[config.mk]
export PLATFORM = sky130hd
export DESIGN_NAME = vdp_vram_write_scheduler
export DESIGN_NICKNAME = d
export VERILOG_FILES = /design/src/rtl/vdp_vram_write_scheduler.sv
export SDC_FILE = /design/constraint.sdc
export NUM_CORES = 1
export LEC_CHECK = 0
export BUFFER_PORTS_ARGS = -buffer_cell sky130_fd_sc_hd__clkbuf_2
export CORE_MARGIN = 4
export CORE_UTILIZATION = 40
export DETAILED_ROUTE_END_ITERATION = 7
export GPL_TIMING_DRIVEN = 0
export PLACE_DENSITY = 0.6
export SETUP_SLACK_MARGIN = 0.05
export SLEW_MARGIN = 20
export SYNTH_ARGS = -nofsm -noshare
export SYNTH_HDL_FRONTEND = slang
export SYNTH_SLANG_ARGS = --single-unit
[constraint.sdc]
create_clock -name clk -period 8.14 [get_ports clk]
set_clock_uncertainty 0.05 [all_clocks]
set_input_delay 2.035 -clock clk [delete_from_list [all_inputs] [get_ports clk]]
set_output_delay 2.035 -clock clk [all_outputs]
set_load 0.005 [all_outputs]
[src/rtl/vdp_vram_write_scheduler.sv]
// Host-side VRAM write queue: arbitrates CPU/DMA writes into a FIFO and presents its head to the
// VDP arbiter write slot. Define VDP_VRAM_WRITE_DMA_EN to enable the DMA requester port.
module vdp_vram_write_scheduler #(
  parameter int FIFO_DEPTH = 8,
  localparam int LW = $clog2(FIFO_DEPTH) + 1
) (
  input  logic          clk,
  input  logic          reset_n,
  input  logic          cpu_write_valid,
  output logic          cpu_write_ready,
  input  logic [13:0]   cpu_write_address,
  input  logic [15:0]   cpu_write_data,
  input  logic [1:0]    cpu_write_mask,
  input  logic          dma_write_valid,
  output logic          dma_write_ready,
  input  logic [13:0]   dma_write_address,
  input  logic [15:0]   dma_write_data,
  input  logic [1:0]    dma_write_mask,
  input  logic          vram_written,
  input  logic          vram_write_blocked,
  output logic [1:0]    vram_port_write_en_mask,
  output logic [13:0]   vram_write_address_16b,
  output logic [15:0]   vram_write_data_16b,
  output logic [LW-1:0] fifo_level,
  output logic          idle
);

  localparam int PW = $clog2(FIFO_DEPTH);

  logic [31:0]   mem_q [FIFO_DEPTH];
  logic [PW-1:0] rdPtr_q, rdPtr_d, wrPtr_q, wrPtr_d;
  logic [LW-1:0] level_q, level_d;
  logic [1:0]    mask_q, mask_d;
  logic [13:0]   addr_q, addr_d;
  logic [15:0]   data_q, data_d;

  logic        full, push, pop, cpuGrant, dmaGrant, anyValid;
  logic [31:0] pushEntry, headEntry;

  // Readiness comes from the registered level only, and is forced low while reset is held.
  assign full = (level_q == LW'(FIFO_DEPTH));

`ifdef VDP_VRAM_WRITE_DMA_EN
  logic lastGrant_q, lastGrant_d;

  always_comb begin
    cpuGrant = 1'b0;
    dmaGrant = 1'b0;
    if (reset_n && !full) begin
      if (cpu_write_valid && dma_write_valid) begin
        cpuGrant = lastGrant_q;
        dmaGrant = !lastGrant_q;
      end else begin
        cpuGrant = cpu_write_valid;
        dmaGrant = dma_write_valid;
      end
    end
  end

  always_comb begin
    lastGrant_d = lastGrant_q;
    if (dmaGrant) lastGrant_d = 1'b1;
    else if (cpuGrant) lastGrant_d = 1'b0;
  end

  // lastGrant_q = 1 means DMA won most recently, so the CPU wins the first tie after reset.
  always_ff @(posedge clk or negedge reset_n) begin
    if (!reset_n) lastGrant_q <= 1'b1;
    else          lastGrant_q <= lastGrant_d;
  end

  assign pushEntry = dmaGrant ? {dma_write_mask, dma_write_address, dma_write_data}
                              : {cpu_write_mask, cpu_write_address, cpu_write_data};
  assign anyValid  = cpu_write_valid || dma_write_valid;
`else
  logic dma_unused;

  assign dma_unused = ^{dma_write_valid, dma_write_address, dma_write_data, dma_write_mask};
  assign cpuGrant   = reset_n && !full && cpu_write_valid;
  assign dmaGrant   = 1'b0;
  assign pushEntry  = {cpu_write_mask, cpu_write_address, cpu_write_data};
  assign anyValid   = cpu_write_valid;
`endif

  assign push = cpuGrant || dmaGrant;
  assign pop  = vram_written && !vram_write_blocked && (level_q != '0);

  assign cpu_write_ready = cpuGrant;
  assign dma_write_ready = dmaGrant;

  always_comb begin
    rdPtr_d   = rdPtr_q + PW'(pop);
    wrPtr_d   = wrPtr_q + PW'(push);
    level_d   = level_q + LW'(push) - LW'(pop);
    headEntry = mem_q[rdPtr_d];
    mask_d    = mask_q;
    addr_d    = addr_q;
    data_d    = data_q;
    // The new head bypasses the array when it is the entry being written this cycle.
    if (push && (rdPtr_d == wrPtr_q)) headEntry = pushEntry;
    if (level_d == '0) begin
      mask_d = 2'b00;
    end else begin
      {mask_d, addr_d, data_d} = headEntry;
    end
  end

  always_ff @(posedge clk or negedge reset_n) begin
    if (!reset_n) begin
      rdPtr_q <= '0;
      wrPtr_q <= '0;
      level_q <= '0;
      mask_q  <= 2'b00;
      addr_q  <= '0;
      data_q  <= '0;
    end else begin
      rdPtr_q <= rdPtr_d;
      wrPtr_q <= wrPtr_d;
      level_q <= level_d;
      mask_q  <= mask_d;
      addr_q  <= addr_d;
      data_q  <= data_d;
    end
  end

  always_ff @(posedge clk) begin
    if (push) mem_q[wrPtr_q] <= pushEntry;
  end

  assign vram_port_write_en_mask = mask_q;
  assign vram_write_address_16b  = addr_q;
  assign vram_write_data_16b     = data_q;
  assign fifo_level              = level_q;
  assign idle                    = (level_q == '0) && !anyValid;

endmodule
==> results of run 1 <==
[Yosys cell counts (all sizes together), types with 2 or more instances]
| cell | number |
|---|---|
| mux4 | 64 |
| ha | 10 |
| o31ai | 29 |
| xor2 | 4 |
| edfxtp | 256 |
| dfrtp | 42 |
| and2 | 30 |
| nand2b | 4 |
| clkbuf | 12 |
| buf | 23 |
| a21oi | 2 |
| inv | 7 |
| nor2 | 39 |
| xnor2 | 3 |
| nor3 | 2 |
| mux2i | 3 |
| a211oi | 31 |
| nand2 | 34 |
[layer usage]
metal	vias to the layer above	track usage	part of all wire
li1	2669	-	-
met1	3183	0.226	0.43
met2	199	0.269	0.50
met3	34	0.0283	0.058
met4	2	0.0296	0.017
met5	-	0	0.00050
[cell families (layout without fill, tap and decap cells)]
| family | count (synthesis) | count (layout) | share of synthesized area |
|---|---|---|---|
| other cells | 1 | 1 | 0.000318 |
| simple gates | 115 | 115 | 0.0461 |
| buf+inv | 42 | 190 | 0.0208 |
| compound gates | 64 | 64 | 0.0480 |
| mux | 68 | 68 | 0.126 |
| fa+ha+maj | 11 | 11 | 0.0123 |
| flops | 298 | 298 | 0.741 |
| xor+xnor | 7 | 7 | 0.00520 |
[cell type report]
class	count	area [sq um]	area share
flip-flops and latches	298	8740	0.627
clock inverters	11	109	0.00782
multi-input cells	266	2860	0.205
well taps	384	480	0.0345
repair buffers	90	591	0.0424
clock buffers	47	906	0.0650
plain buffers	35	219	0.0157
inverters	7	26.3	0.00189
[critical path, delay by kind of cell]
family / cells / cell delay [ps]
buffers and inverters: 2 / 810
AOI/OAI and AO/OA: 1 / 380
and+or+nand+nor: 1 / 160
[flip-flops by register name, indices dropped and copies added, names as in the netlist]
name	flops
wrPtr_q	3
vram_write_address_16b	14
mem_q	256
rdPtr_q	3
vram_port_write_en_mask	2
fifo_level	4
vram_write_data_16b	16
[power by group]
part / switching [mW] / total [mW] / internal (mW)
sequential: 0.0912 / 1.98 / 1.89
clock: 0.552 / 1.38 / 0.827
combinational: 0.982 / 1.85 / 0.870
total: 1.63 / 5.21 / 3.59
[how the worst max path moves through the flow]
stage,startpoint,cells after the start,slack [ps],endpoint
global placement,reset_n,5,-740,mem_q[0][9]
global route,reset_n,4,2490,cpu_write_ready
finish,reset_n,4,2660,cpu_write_ready
detailed placement,reset_n,10,2490,vram_write_data_16b[15]
CTS,reset_n,4,2600,cpu_write_ready
floorplan,cpu_write_valid,4,2950,mem_q[0][0]
==> results.sh, run 1 <==
export IMPL_fin_ws_ps=2660
export IMPL_cap_violations=0
export IMPL_grt_pass1_vias=6480
export IMPL_die_height_um=180
export IMPL_cp_end_kind="primary output"
export IMPL_ys_ff_latch=298
export IMPL_synth_flop_cell="edfxtp_1"
export IMPL_hold_worst_slack_ps=433
export IMPL_start_util=0.408
export IMPL_crit_type="input pin to primary output"
export IMPL_synth_area_sq_um=11800
export IMPL_synth_edf_count=256
export IMPL_p_per_area_nw_per_um2=374
export IMPL_path_max_fanout=43
export IMPL_drc=0
export IMPL_dp_slack_ps=2490
export IMPL_dr_first_iter_drc_count=479
export IMPL_grt_use_total=0.161
export IMPL_p_leak_nw=4.78
export IMPL_r2r_start="fifo_level[2]"
export IMPL_insertedDiodeCount=0
export IMPL_place_area_sq_um=12900
export IMPL_synthTopCellsByArea="edfxtp_1, mux4_2, dfrtp_1"
export IMPL_fmax_mhz=182
export IMPL_reg2reg_to="vram_write_data_16b[13]"
export IMPL_dr_pass1_iters=5
export IMPL_insertion_delay_ps=550
export IMPL_finish_net_count=810
export IMPL_required_ps=6060
export IMPL_worstHoldPathCells=2
export IMPL_wl_per_cell_um=22.9
export IMPL_routed_via_count=6087
export IMPL_vias_per_cell=5.35
export IMPL_ff2ff_path_depth=14
export IMPL_ir_drop_v=0.000170
export IMPL_min_period_over_period=0.673
export IMPL_cp_slowest_cell="clkbuf_4"
export IMPL_core_sq_um=28900
export IMPL_syn_nets=687
export IMPL_cpPeakStageDelay_ps=610
export IMPL_die_x_um=180
export IMPL_dpl_cell_count=1080
export IMPL_die_area_sq_um=32300
export IMPL_relSlewSlack=0.483
export IMPL_cts_resized=0
export IMPL_clk_pin_slew_ps=60
export IMPL_path_cells="clkbuf_4, nand2_1, a21oi_2, clkbuf_2"
export IMPL_routabilityCongestion=0.732
export IMPL_wl_mm=26.1
export IMPL_num_rows=62
export IMPL_grt_max_degree=44
export IMPL_hold_viol=0
export IMPL_yosys_warnings=0
export IMPL_netlist_instances=606
export IMPL_seq_area_frac_synth=0.741
export IMPL_maxSlewViolCount=0
export IMPL_utilization=0.483
export IMPL_synth_top_area_share=0.652
export IMPL_cts_sinks=298
export IMPL_grt_overflow_total=0
export IMPL_synth_cell_types=34
export IMPL_cts_setup_buffers=0
export IMPL_min_from="vram_write_address_16b[4]"
export IMPL_status="completed"
export IMPL_io_pin_count=109
export IMPL_power_mw=5.21
export IMPL_grt_pass1_wl_mm=40.2
export IMPL_cts_tree="yes"
export IMPL_drive_above_1_share=0.333
export IMPL_hpwl_mm=16.9
export IMPL_rsz0062_at_grt="no"
export IMPL_fin_setup_tns_ps=0
export IMPL_postLayoutCellArea_sq_um=13900
export IMPL_instances_no_fill=1138
export IMPL_antenna_found_initial=1
export IMPL_r2r_setup_slack_ps=4620
export IMPL_finalSetupViolCount=0
export IMPL_postCtsHoldBufs=0
export IMPL_numCtsBuffers=31
export IMPL_syn_avg_cell_area_sq_um=19.4
export IMPL_startpoint_type="input pin"
export IMPL_clk_path_buf_depth=3
export IMPL_hp_class="flop to flop"
export IMPL_worst_pin_slew_ps=776
export IMPL_fill_cells=2458
export IMPL_min_period_ps=5480
export IMPL_port_buffers=74
export IMPL_layout_common_cells="edfxtp_1, clkbuf_2, mux4_2, dfrtp_1, nand2_1"
export IMPL_ctsHtreeMaxLevel=1
export IMPL_ant_nets=0
export IMPL_cp_arrival_ps=3400
export IMPL_syn_to_final_growth_pct=18.2
export IMPL_synthArstFlopShare=0.141
export IMPL_cts_root_buf="clkbuf_16"
export IMPL_min_to="vram_write_address_16b[4]"
export IMPL_synth_top_area_cell="edfxtp_1"
export IMPL_mostFrequentLayoutCell="edfxtp_1"
Power figures use the tool's default switching activity.
==> run 2: changes to the inputs <==
--- a/config.mk
+++ b/config.mk
@@ -10,7 +10,7 @@
 export CORE_UTILIZATION = 40
 export DETAILED_ROUTE_END_ITERATION = 7
 export GPL_TIMING_DRIVEN = 0
-export PLACE_DENSITY = 0.6
+export PLACE_DENSITY = 0.63
 export SETUP_SLACK_MARGIN = 0.05
 export SLEW_MARGIN = 20
 export SYNTH_ARGS = -nofsm -noshare
==> constraint.sdc (replaced) <==
create_clock -name clk -period 4.45 [get_ports clk]
set_clock_uncertainty 0.05 [all_clocks]
set_input_delay 1.1125 -clock clk [delete_from_list [all_inputs] [get_ports clk]]
set_output_delay 1.1125 -clock clk [all_outputs]
set_load 0.005 [all_outputs]
==> results.sh, run 2 (synthesized netlist as in run 1, its figures left out) <==
export IMPL_grt_overflow_total=0
export IMPL_drive_above_1_share=0.332
export IMPL_vias_per_cell=5.32
export IMPL_io_pin_count=109
export IMPL_worstHoldPathCells=2
export IMPL_ctsHtreeMaxLevel=1
export IMPL_multi_input_area_sq_um=2860
export IMPL_regArea_sq_um=8740
export IMPL_worst_pin_slew_ps=757
export IMPL_syn_to_final_growth_pct=18.2
export IMPL_core_sq_um=28900
export IMPL_crit_top_cell="nand2_1"
export IMPL_required_ps=4840
export IMPL_layout_common_cells="edfxtp_1, clkbuf_2, mux4_2, dfrtp_1, nand2_1"
export IMPL_hp_class="flop to flop"
export IMPL_die_x_um=180
export IMPL_cp_end_kind="flop"
export IMPL_fill_cells=2451
export IMPL_dr_first_iter_drc_count=494
export IMPL_relSlewSlack=0.493
export IMPL_path_cells="buf_4, nand2_1, a21oi_2, ha_1, fa_1, nor4_1, mux2_2, clkbuf_1, nand2_1, o31ai_1"
export IMPL_reg2reg_to="vram_write_address_16b[9]"
export IMPL_min_from="vram_write_data_16b[11]"
export IMPL_wl_per_cell_um=22.4
export IMPL_cp_slowest_cell="clkbuf_1"
export IMPL_grt_max_degree=44
export IMPL_cpPeakStageDelay_ps=570
export IMPL_fin_setup_tns_ps=0
export IMPL_cap_violations=0
export IMPL_r2r_start="fifo_level[1]"
export IMPL_largest_reg_flops=256
export IMPL_min_period_over_period=0.884
export IMPL_numCtsBuffers=30
export IMPL_clk_pin_slew_ps=60
export IMPL_grt_pass1_wl_mm=39.0
export IMPL_grt_use_total=0.156
export IMPL_place_area_sq_um=12900
export IMPL_finalSetupViolCount=0
export IMPL_cts_setup_buffers=0
export IMPL_crit_type="input pin to flop"
export IMPL_cts_sinks=298
export IMPL_power_mw=9.57
export IMPL_postLayoutCellArea_sq_um=13900
export IMPL_postCtsHoldBufs=0
export IMPL_num_rows=62
export IMPL_r2r_setup_slack_ps=910
export IMPL_clk_path_buf_depth=3
export IMPL_drc=0
export IMPL_startpoint_type="input pin"
export IMPL_dr_pass1_iters=5
export IMPL_cts_tree="yes"
export IMPL_finish_net_count=808
export IMPL_hold_viol=0
export IMPL_rsz0062_at_grt="no"
export IMPL_regMostFlops="mem_q"
export IMPL_hpwl_mm=16.4
export IMPL_cp_arrival_ps=4330
export IMPL_path_max_fanout=43
export IMPL_p_per_area_nw_per_um2=687
export IMPL_insertion_delay_ps=540
export IMPL_cts_root_buf="clkbuf_16"
export IMPL_grt_pass1_vias=6507
export IMPL_cts_resized=0
export IMPL_min_period_ps=3930
export IMPL_utilization=0.483
export IMPL_routed_via_count=6042
export IMPL_fmax_mhz=254
export IMPL_status="completed"
export IMPL_p_leak_nw=4.78
export IMPL_wl_mm=25.5
export IMPL_insertedDiodeCount=0
export IMPL_ir_drop_v=0.000356
export IMPL_antenna_found_initial=1
export IMPL_start_util=0.408
export IMPL_mostFrequentLayoutCell="edfxtp_1"
export IMPL_routabilityCongestion=0.768
export IMPL_ff2ff_path_depth=13
export IMPL_die_area_sq_um=32300
export IMPL_port_buffers=74
export IMPL_min_to="vram_write_data_16b[11]"
export IMPL_ant_nets=0
export IMPL_maxSlewViolCount=0
export IMPL_die_height_um=180
run 2: cell types whose count changed in the layout (fill, tap and decap cells not counted), sizes merged:
| cell | before | now |
|---|---|---|
| bufinv | 2 | 4 |
| inv | 8 | 7 |
| clkbuf | 133 | 128 |
| clkinv | 7 | 9 |
| clkinvlp | 1 | 0 |
run 2: power breakdown:
group          internal, mW  total, mW  leakage [nW]  switching [mW]
Combinational          1.59       3.39          1.46            1.80
Sequential             3.46       3.62          2.81           0.163
Clock                  1.57       2.57         0.507           0.998
run 2: final cells by class:
cell class,count,share of cell area
buffer,35,0.0157
clock buffer,43,0.0618
clock inverter,13,0.0117
inverter,7,0.00189
multi-input combinational,266,0.205
sequential,298,0.627
tap,384,0.0345
timing repair buffer,89,0.0424
run 2: metal layers:
layer / routed length, um / up-vias / track usage
li1: - / 2668 / -
met1: 10900 / 3148 / 0.210
met5: 13 / - / 0
met4: 450 / 2 / 0.0341
met2: 12700 / 186 / 0.266
met3: 1420 / 38 / 0.0293
run 2: worst max path at each step:
stage | startpoint | end | slack [ps] | cells past startpoint
6_report | reset_n | vram_write_address_16b[9] | 520 | 10
2_1_floorplan | cpu_write_valid | mem_q[0][0] | 180 | 4
4_1_cts | reset_n | vram_write_data_16b[14] | 400 | 10
5_1_grt | reset_n | vram_write_address_16b[9] | 130 | 10
3_3_place_gp | reset_n | mem_q[0][6] | -3440 | 5
3_5_place_dp | reset_n | vram_write_data_16b[14] | -170 | 10
run 2: metrics by stage:
stage / hold WS (ps) / cells / setup WS (ps)
6_report: 431 / 1135 / 515
5_1_grt: 458 / 1135 / 126
4_1_cts: 433 / 1135 / 397
3_5_place_dp: 420 / 1079 / -166
3_3_place_gp: 420 / 1064 / -3440
2_1_floorplan: 422 / 606 / 184
run 2: worst max-delay path: cells and delay by family:
kind | cells | cell delay, ps
buffers and inverters | 2 | 1090
adder cells (fa/ha/maj) | 2 | 760
AO/OA/AOI/OAI | 2 | 460
AND/OR/NAND/NOR | 3 | 560
multiplexers | 1 | 330
